==> src/rtl/keypad_time_entry_pkg.sv <==
// ============================================================================
// keypad_time_entry_pkg : keypad scan codes, FSM states and time range helper
// Revision 1.0 : initial release
// ============================================================================
`default_nettype none

package keypad_time_entry_pkg;

  // PS/2 set-2 keypad make codes
  localparam logic [7:0] KP_0            = 8'h70;
  localparam logic [7:0] KP_1            = 8'h69;
  localparam logic [7:0] KP_2            = 8'h72;
  localparam logic [7:0] KP_3            = 8'h7A;
  localparam logic [7:0] KP_4            = 8'h6B;
  localparam logic [7:0] KP_5            = 8'h73;
  localparam logic [7:0] KP_6            = 8'h74;
  localparam logic [7:0] KP_7            = 8'h6C;
  localparam logic [7:0] KP_8            = 8'h75;
  localparam logic [7:0] KP_9            = 8'h7D;
  localparam logic [7:0] KP_MINUS        = 8'h7B;
  localparam logic [7:0] KP_STAR         = 8'h7C;
  localparam logic [7:0] KP_KEY_RELEASED = 8'hF0;
  localparam logic [7:0] KP_INVALID      = 8'h00;

  typedef enum logic [1:0] {
    IDLE   = 2'd0,
    MAKE   = 2'd1,
    BREAK  = 2'd2,
    ACCEPT = 2'd3
  } kp_state_e;

  // {H1,H0,M1,M0} must describe a wall-clock time 00:00..23:59
  function automatic logic time_in_range(input logic [15:0] t);
    return (t[15:12] <= 4'd2) &&
           ((t[15:12] != 4'd2) || (t[11:8] <= 4'd3)) &&
           (t[11:8] <= 4'd9) &&
           (t[7:4] <= 4'd5) &&
           (t[3:0] <= 4'd9);
  endfunction

endpackage

`default_nettype wire

==> src/rtl/keypad_time_entry_kp_decode.sv <==
// ============================================================================
// kp_decode : combinational keypad scan code classifier
// Revision 1.0 : initial release
// ============================================================================
`default_nettype none

module kp_decode
  import keypad_time_entry_pkg::*;
(
  input  logic [7:0] code_i,
  output logic       is_digit_o,
  output logic [3:0] digit_o,
  output logic       is_minus_o,
  output logic       is_star_o,
  output logic       is_release_o
);

  always_comb begin
    is_digit_o   = 1'b0;
    digit_o      = 4'd0;
    is_minus_o   = 1'b0;
    is_star_o    = 1'b0;
    is_release_o = 1'b0;
    case (code_i)
      KP_0: begin is_digit_o = 1'b1; digit_o = 4'd0; end
      KP_1: begin is_digit_o = 1'b1; digit_o = 4'd1; end
      KP_2: begin is_digit_o = 1'b1; digit_o = 4'd2; end
      KP_3: begin is_digit_o = 1'b1; digit_o = 4'd3; end
      KP_4: begin is_digit_o = 1'b1; digit_o = 4'd4; end
      KP_5: begin is_digit_o = 1'b1; digit_o = 4'd5; end
      KP_6: begin is_digit_o = 1'b1; digit_o = 4'd6; end
      KP_7: begin is_digit_o = 1'b1; digit_o = 4'd7; end
      KP_8: begin is_digit_o = 1'b1; digit_o = 4'd8; end
      KP_9: begin is_digit_o = 1'b1; digit_o = 4'd9; end
      KP_MINUS:        is_minus_o   = 1'b1;
      KP_STAR:         is_star_o    = 1'b1;
      KP_KEY_RELEASED: is_release_o = 1'b1;
      default: ;
    endcase
  end

endmodule

`default_nettype wire

==> src/rtl/keypad_time_entry.sv <==
// ============================================================================
// keypad_time_entry : PS/2 keypad make/break sequencer -> BCD time load strobes
// Revision 1.0 : initial release; optional macro KEYPAD_TIME_ENTRY_RANGE_CHECK_EN
// ============================================================================
`default_nettype none

module keypad_time_entry
  import keypad_time_entry_pkg::*;
#(
  parameter int TIMEOUT_CYCLES = 1000,
  parameter int TMR_W          = 16
) (
  input  logic        ck,
  input  logic        rst_n,
  input  logic [7:0]  ps2_key_code,
  output logic [15:0] entry_bcd,
  output logic [2:0]  entry_count,
  output logic        load_time,
  output logic        load_alarm,
  output logic [15:0] time_bcd,
  output logic        entry_error,
  output logic        entry_timeout
);

  localparam logic [TMR_W-1:0] TMO_LAST = TMR_W'(TIMEOUT_CYCLES - 1);
  localparam logic [TMR_W-1:0] TMR_ONE  = TMR_W'(1);

  kp_state_e   state_q, state_d;
  logic [7:0]  key_q, key_d;
  logic [7:0]  prev_code_q;
  logic        armed_q;
  logic [TMR_W-1:0] timer_q, timer_d;
  logic [15:0] entry_bcd_q, entry_bcd_d;
  logic [2:0]  entry_count_q, entry_count_d;
  logic [15:0] time_bcd_q, time_bcd_d;
  logic        load_time_q, load_time_d;
  logic        load_alarm_q, load_alarm_d;
  logic        entry_error_q, entry_error_d;
  logic        entry_timeout_q, entry_timeout_d;

  logic        w_event;
  logic        w_in_is_digit, w_in_is_minus, w_in_is_star, w_in_is_release;
  logic [3:0]  w_in_digit;
  logic        w_in_make;
  logic        w_key_is_digit, w_key_is_minus, w_key_is_star, w_key_is_release;
  logic [3:0]  w_key_digit;
  logic        w_range_ok;
  logic [4:0]  w_unused_dec;

  kp_decode u_dec_in (
    .code_i       (ps2_key_code),
    .is_digit_o   (w_in_is_digit),
    .digit_o      (w_in_digit),
    .is_minus_o   (w_in_is_minus),
    .is_star_o    (w_in_is_star),
    .is_release_o (w_in_is_release)
  );

  kp_decode u_dec_key (
    .code_i       (key_q),
    .is_digit_o   (w_key_is_digit),
    .digit_o      (w_key_digit),
    .is_minus_o   (w_key_is_minus),
    .is_star_o    (w_key_is_star),
    .is_release_o (w_key_is_release)
  );

  assign w_unused_dec = {w_in_digit, w_key_is_release};
  assign w_in_make    = w_in_is_digit | w_in_is_minus | w_in_is_star;
  // armed_q suppresses the spurious event on the first cycle out of reset
  assign w_event      = armed_q && (ps2_key_code != prev_code_q);

`ifdef KEYPAD_TIME_ENTRY_RANGE_CHECK_EN
  assign w_range_ok = time_in_range(entry_bcd_q);
`else
  assign w_range_ok = 1'b1;
`endif

  always_comb begin
    state_d = state_q;
    key_d   = key_q;
    case (state_q)
      IDLE: begin
        if (w_event && w_in_make) begin
          state_d = MAKE;
          key_d   = ps2_key_code;
        end
      end
      MAKE: begin
        if (w_event) begin
          if (w_in_is_release) begin
            state_d = BREAK;
          end else if (w_in_make && (ps2_key_code != key_q)) begin
            key_d = ps2_key_code;
          end
        end
      end
      BREAK: begin
        if (w_event) begin
          if (ps2_key_code == key_q) begin
            state_d = ACCEPT;
          end else begin
            state_d = IDLE;
            key_d   = KP_INVALID;
          end
        end
      end
      ACCEPT:  state_d = IDLE;
      default: state_d = IDLE;
    endcase
  end

  always_comb begin
    entry_bcd_d     = entry_bcd_q;
    entry_count_d   = entry_count_q;
    time_bcd_d      = time_bcd_q;
    load_time_d     = 1'b0;
    load_alarm_d    = 1'b0;
    entry_error_d   = 1'b0;
    entry_timeout_d = 1'b0;
    timer_d         = timer_q + TMR_ONE;
    // An accepted key outranks a timeout landing in the same cycle
    if (state_q == ACCEPT) begin
      timer_d = '0;
      if (w_key_is_digit) begin
        if (entry_count_q < 3'd4) begin
          entry_bcd_d   = {entry_bcd_q[11:0], w_key_digit};
          entry_count_d = entry_count_q + 3'd1;
        end
      end else if (w_key_is_minus || w_key_is_star) begin
        entry_bcd_d   = '0;
        entry_count_d = '0;
        if ((entry_count_q == 3'd4) && w_range_ok) begin
          time_bcd_d   = entry_bcd_q;
          load_time_d  = w_key_is_minus;
          load_alarm_d = w_key_is_star;
        end else begin
          entry_error_d = 1'b1;
        end
      end
    end else if (w_event || (entry_count_q == 3'd0)) begin
      timer_d = '0;
    end else if (timer_q == TMO_LAST) begin
      timer_d         = '0;
      entry_bcd_d     = '0;
      entry_count_d   = '0;
      entry_timeout_d = 1'b1;
    end
  end

  always_ff @(posedge ck or negedge rst_n) begin
    if (!rst_n) begin
      state_q         <= IDLE;
      key_q           <= KP_INVALID;
      prev_code_q     <= 8'h00;
      armed_q         <= 1'b0;
      timer_q         <= '0;
      entry_bcd_q     <= '0;
      entry_count_q   <= '0;
      time_bcd_q      <= '0;
      load_time_q     <= 1'b0;
      load_alarm_q    <= 1'b0;
      entry_error_q   <= 1'b0;
      entry_timeout_q <= 1'b0;
    end else begin
      state_q         <= state_d;
      key_q           <= key_d;
      prev_code_q     <= ps2_key_code;
      armed_q         <= 1'b1;
      timer_q         <= timer_d;
      entry_bcd_q     <= entry_bcd_d;
      entry_count_q   <= entry_count_d;
      time_bcd_q      <= time_bcd_d;
      load_time_q     <= load_time_d;
      load_alarm_q    <= load_alarm_d;
      entry_error_q   <= entry_error_d;
      entry_timeout_q <= entry_timeout_d;
    end
  end

  assign entry_bcd     = entry_bcd_q;
  assign entry_count   = entry_count_q;
  assign time_bcd      = time_bcd_q;
  assign load_time     = load_time_q;
  assign load_alarm    = load_alarm_q;
  assign entry_error   = entry_error_q;
  assign entry_timeout = entry_timeout_q;

endmodule

`default_nettype wire

==> config.mk <==
export PLATFORM = sky130hd
export DESIGN_NAME = keypad_time_entry
export DESIGN_NICKNAME = d
export VERILOG_FILES = /design/src/rtl/keypad_time_entry_pkg.sv /design/src/rtl/keypad_time_entry_kp_decode.sv /design/src/rtl/keypad_time_entry.sv
export SDC_FILE = /design/constraint.sdc
export NUM_CORES = 1
export LEC_CHECK = 0
export ABC_CLOCK_PERIOD_IN_PS = 3300
export CORE_MARGIN = 3
export CORE_UTILIZATION = 30
export CTS_CLUSTER_SIZE = 10
export DETAILED_ROUTE_END_ITERATION = 10
export PLACE_DENSITY = 0.48
export SKIP_LAST_GASP = 1
export SYNTH_ARGS = -nofsm -noshare
export SYNTH_HDL_FRONTEND = slang
export SYNTH_HIERARCHICAL = 1
export SYNTH_SLANG_ARGS = --single-unit
==> constraint.sdc <==
create_clock -name ck -period 3.3 [get_ports ck]
set_input_delay 0.66 -clock ck [delete_from_list [all_inputs] [get_ports ck]]
set_output_delay 0.66 -clock ck [all_outputs]
set_load 0.01 [all_outputs]
# == Word-level counts from Yosys, hierarchy flattened ==
# Index checks and enable logic that the tools add are counted.
# op_classes
addsub,2
magnitude_cmp,1
n_eq_ne,43
mux,51
bitwise_logic,3
reduce_logical,15
# op_table
operator,n
$eq 8x7->1 const B,24
$mux 16,9
$mux 8,6
$pmux 4 s9,1
$pmux 8 s3,1
$mux 1,22
$reduce_or 10->1,2
$mux 3,6
$add 16x1->16 const B,1
$eq 16x10->1 const B,1
$ne 8x8->1,2
$ne 2x2->1 const B,7
$reduce_and 4->1,3
$mux 2,5
$eq 8x8->1,1
$eq 8x8->1 const B,1
$pmux 2 s4,1
$reduce_and 7->1,1
$eq 2x2->1 const B,2
$add 3x1->3 const B,1
$eq 3x3->1 const B,1
$logic_and 1x1->1,3
$logic_not 3->1,1
$lt 3x3->1 const B,1
other kinds (10),12
# totals
register_bits,74
input_bits,10
output_inout_bits,39
elab_cells,127

# == Longest topological paths before layout ==
# logic_depth
ltp_word,10
depth_mapped,11
ltp_nobuf,8

# == Hierarchy ==
# Netlist, hierarchy kept.
# by_module_without_submodules
module,n_inst,cells_each,area_each_um2
keypad_time_entry,1,267,3273.1
kp_decode,2,41,266.5

# == Worst setup path before layout ==
# No wires, ideal clock.
# synth_path
path_kind,flip-flop to flip-flop
start,register key_q[6]
end,"register time_bcd_q[6], in the netlist time_bcd[6]"
setup_ns,0.125
arrival_ns,2.139
required_ns,3.175
path_slack_ns,1.037
stages_incl_launch_ff,9
n_path_buf,2
synth_period_minus_slack_ns,2.263
cell_sequence,dfrtp_1 > nand2_1 > or2_0 > buf_2 > nor3_1 > nor2_1 > nor4_4 > buf_4 > mux2_2
# synth_between
elab_cells_between_ends,19
cone_classes,eq/ne (12); mux (3); bitwise (1); reduce/logical (3)
# synth_rtl
item,line,rtl
"start, declared",keypad_time_entry.sv:29,"logic [7:0] key_q, key_d;"
"start signal, assigned",keypad_time_entry.sv:167,key_q <= key_d;
$eq 8x7->1,keypad_time_entry_kp_decode.sv:24,case (code_i)
$mux 1,keypad_time_entry_kp_decode.sv:24,
net w_key_is_star,keypad_time_entry.sv:45,"logic w_key_is_digit, w_key_is_minus, w_key_is_star, w_key_is_release;"
$logic_or 1x1->1,keypad_time_entry.sv:130,end else if (w_key_is_minus || w_key_is_star) begin
$reduce_and 4->1 (no source line),-,
"end signal, assigned",keypad_time_entry.sv:173,time_bcd_q <= time_bcd_d;
"end, declared",keypad_time_entry.sv:35,"logic [15:0] time_bcd_q, time_bcd_d;"
# The timed path passes the listed nets, and every way through them passes these cells.
# A chain may end at the register's enable or synchronous reset.

# == Worst setup path in the final report ==
# layout_path
start,input port ps2_key_code[0]
end,register key_q[4]
# layout_between
elab_chain_cells,8
elab_cells_between_ends,33
cone_classes,eq/ne (22); mux (4); bitwise (2); reduce/logical (5)
# layout_rtl
item,line,rtl
"start, declared",keypad_time_entry.sv:15,"input logic [7:0] ps2_key_code,"
$eq 8x7->1 (on tied branches),-,
$reduce_or 10->1 (no source line) (*),-,
$mux 1 (*),keypad_time_entry_kp_decode.sv:24,
net w_in_is_digit,keypad_time_entry.sv:42,"logic w_in_is_digit, w_in_is_minus, w_in_is_star, w_in_is_release;"
$or 1x1->1 (*) (2 in a row),keypad_time_entry.sv:69,assign w_in_make = w_in_is_digit | w_in_is_minus | w_in_is_star;
$logic_and 1x1->1 (on tied branches),"keypad_time_entry.sv:93, keypad_time_entry.sv:84",
$ne 2x2->1 (no source line),-,
$reduce_and 7->1 (no source line) (*),-,
# The timed path passes the listed nets; every way through them passes the cells marked *.

==> summary.txt <==
Worst setup path
  – Crit-path cells: clkdlybuf4s50_1 > nor2b_1 > nand4bb_1 > a31oi_1 > nor3_1 > o31a_1 > a21oi_1 > o221ai_4 > mux2i_1
  – Reg2reg setup slack: 0.88 ns
  – CP max FO: 10
  – R2r endpoint: time_bcd[3]
  – Crit path largest cell delay: 0.59 ns
  – Setup crit end kind: flop
  – Worst setup SP type: input port
  – Setup CP Type: input port to flop
  – Path depth of the worst reg2reg path: 7
  – CP arrival: 2.81 ns
  – Slowest CP cell: clkdlybuf4s50_1
  – RR Startpoint: key_q[2]
  – Req. time, crit path: 3.50 ns

Hold path
  – Hold crit path type: input port to asynchronous set/reset pin

GRT
  – First-pass GRT wire length: 12,800 µm
  – Total track usage: 12.2%
  – Vias in the first global route: 2,514
  – Maximum number of pins on one net before global-route repair: 75
  – Initial antenna violation count: 0
  – Overflow after GRT: 0

Pwr
  – Peak VDD IR: 0.316 mV
  – Switching share of power: 26.6%
  – Net load switching power: 0.000654 W
  – Clock power share: 42.4%
  – Internal power: 0.00180 W
  – Sequential fraction of design power: 44.2%
  – Combinational power share: 13.3%
  – PwrDens: 536 nW/µm²
  – Leak pwr: 2.02 nW

Die
  – Chip height: 117 µm
  – Io pins: 49
  – Die Wd: 117 µm
  – Num rows: 39
  – Starting Density: 31.6%
  – Core Region: 11,700 µm²
  – Area of the die: 13,700 µm²

Timing
  – Setup_tns: 0 ns
  – Clk_skew: 0.00568 ns
  – Relative slew slack: 36.5%
  – Fin. max-slew vios: 0
  – RSZ-0062 raised after global routing: no
  – Fmax: 383 MHz
  – Final Cycle Share: 79.1%
  – Final setup violation count: 0
  – Slew @ Worst Pin: 0.953 ns
  – Final Hold Viols: 0
  – Fin crit period: 2.61 ns

Yosys
  – Synthesized cell area: 3700 µm²
  – Synth warnings: 6
  – Synth Instances: 332
  – Synthesized Nets: 345
  – Syn_area_per_cell: 11.1 µm²

Drt
  – # DRC: 0
  – Vias per cell: 4.84
  – DR pass1 iterations: 4
  – Final ANT Viol Nets: 0
  – Iter 0 DRT Violations: 149
  – WL per Instance: 14.9 µm
  – Final wirelength: 7810 µm
  – Detailed-route via count: 2,530

CTS
  – Num CTS Buffers: 9
  – Clock transition at path regs: 0.06 ns
  – CTS Sinks: 74
  – Post-CTS sizing: 0
  – CTS tree: done
  – Clk Latency, worst-skew pair: 0.33 ns
  – CTS Buffer Depth: 2
  – Hold buffers post-CTS: 0
  – Post CTS Setup Buffer Count: 0
  – Root buffer cell: clkbuf_16
  – Htree depth: 3

Final layout
  – Diodes inserted: 0
  – Nets@finish: 389
  – Final core utilization: 39.2%
  – Layout cells sized above 1: 13.2%
  – Area delta synth->final: 24.0%
  – # fillers: 1,148

Placed design
  – Placed wire-length estimate: 5380 µm
  – Final RePlAce weighted congestion: 0.771
  – Buffers on Ports: 48

Run
  – Max Cap Viol: 0

Run status
  – Status: finished clean
-- layer usage --
metal	routed length [µm]	vias to the layer above	global-route usage [%]
li1	-	1251	-
met1	4010	1236	17.5
met2	3490	37	17.6
met3	208	6	2.78
met4	97	0	5.05
met5	0	-	0
-- power by group through the flow --
| stage | sequential, W | clock [W] | combinational (W) |
|---|---|---|---|
| floorplan | 0.00103 | 0 | 0.000333 |
| global placement | 0.00110 | 0 | 0.000328 |
| detailed placement | 0.00110 | 0 | 0.000332 |
| CTS | 0.00109 | 0.00108 | 0.000334 |
| global route | 0.00110 | 0.00112 | 0.000379 |
| finish | 0.00109 | 0.00104 | 0.000328 |
-- state kept, by name, indices dropped and copies added, names as in the netlist --
signal / cells
entry_bcd: 16
time_bcd: 16
timer_q: 16
key_q: 8
prev_code_q: 8
entry_count: 3
state_q: 2
armed_q: 1
entry_error: 1
entry_timeout: 1
load_alarm: 1
load_time: 1
-- stage by stage --
stage	instance area, µm²	setup slack [ns]	total power [W]	hold WS, ns	cells
floorplan	3700	1.05	0.00136	0.364	332
global placement	4270	0.386	0.00143	0.448	508
detailed placement	4270	0.336	0.00144	0.451	508
CTS	4590	0.687	0.00250	0.459	523
global route	4590	0.519	0.00260	0.492	523
finish	4590	0.688	0.00246	0.459	523
-- area by class of cell --
type / instances / area, µm² / area share [%]
Timing Repair Buffer: 53 / 515 / 11.2
Clock inverter: 5 / 78.8 / 1.72
Sequential cell: 74 / 1850 / 40.4
Clock buffer: 10 / 239 / 5.21
Tap cell: 143 / 179 / 3.90
Inverter: 13 / 48.8 / 1.06
Multi-Input combinational cell: 225 / 1670 / 36.5
-- how the worst max path moves through the flow --
| stage | to | slack (ns) | startpoint | depth (start not counted) |
|---|---|---|---|---|
| 2_1_floorplan | time_bcd[6] | 1.05 | key_q[6] | 8 |
| 3_3_place_gp | key_q[0] | 0.39 | ps2_key_code[6] | 9 |
| 3_5_place_dp | key_q[4] | 0.34 | ps2_key_code[0] | 9 |
| 4_1_cts | key_q[4] | 0.69 | ps2_key_code[0] | 9 |
| 5_1_grt | key_q[1] | 0.52 | ps2_key_code[6] | 9 |
| 6_report | key_q[4] | 0.69 | ps2_key_code[0] | 9 |
-- critical path: cells and delay by family --
family                 cells  cell delay [ns]
AOI/OAI and AO/OA          4             0.86
buffers and inverters      1             0.59
muxes                      1             0.18
and+or+nand+nor            3             0.51
-- layout by cell type (no fill, tap or decap), drive strengths merged, types with 3 or more instances in the layout --
master         instances
nor4                   5
nor3                  11
and4                   4
a21oi                  7
o21ai                  5
clkdlybuf4s50         47
and3                   3
xor2                  20
clkbuf                10
buf                    6
xnor2                 13
nor3b                  3
a31oi                  3
ha                     3
nor2b                  7
dfrtp                 74
nand3                 12
nor2                  25
and2                   5
nand4                  7
nand2                 20
inv                   13
mux2i                  8
clkinv                 3
nand2b                 5
or2                    3
a22o                  18
mux2                  16
and2b                  4
No activity file was read; power rests on OpenSTA's default activity.
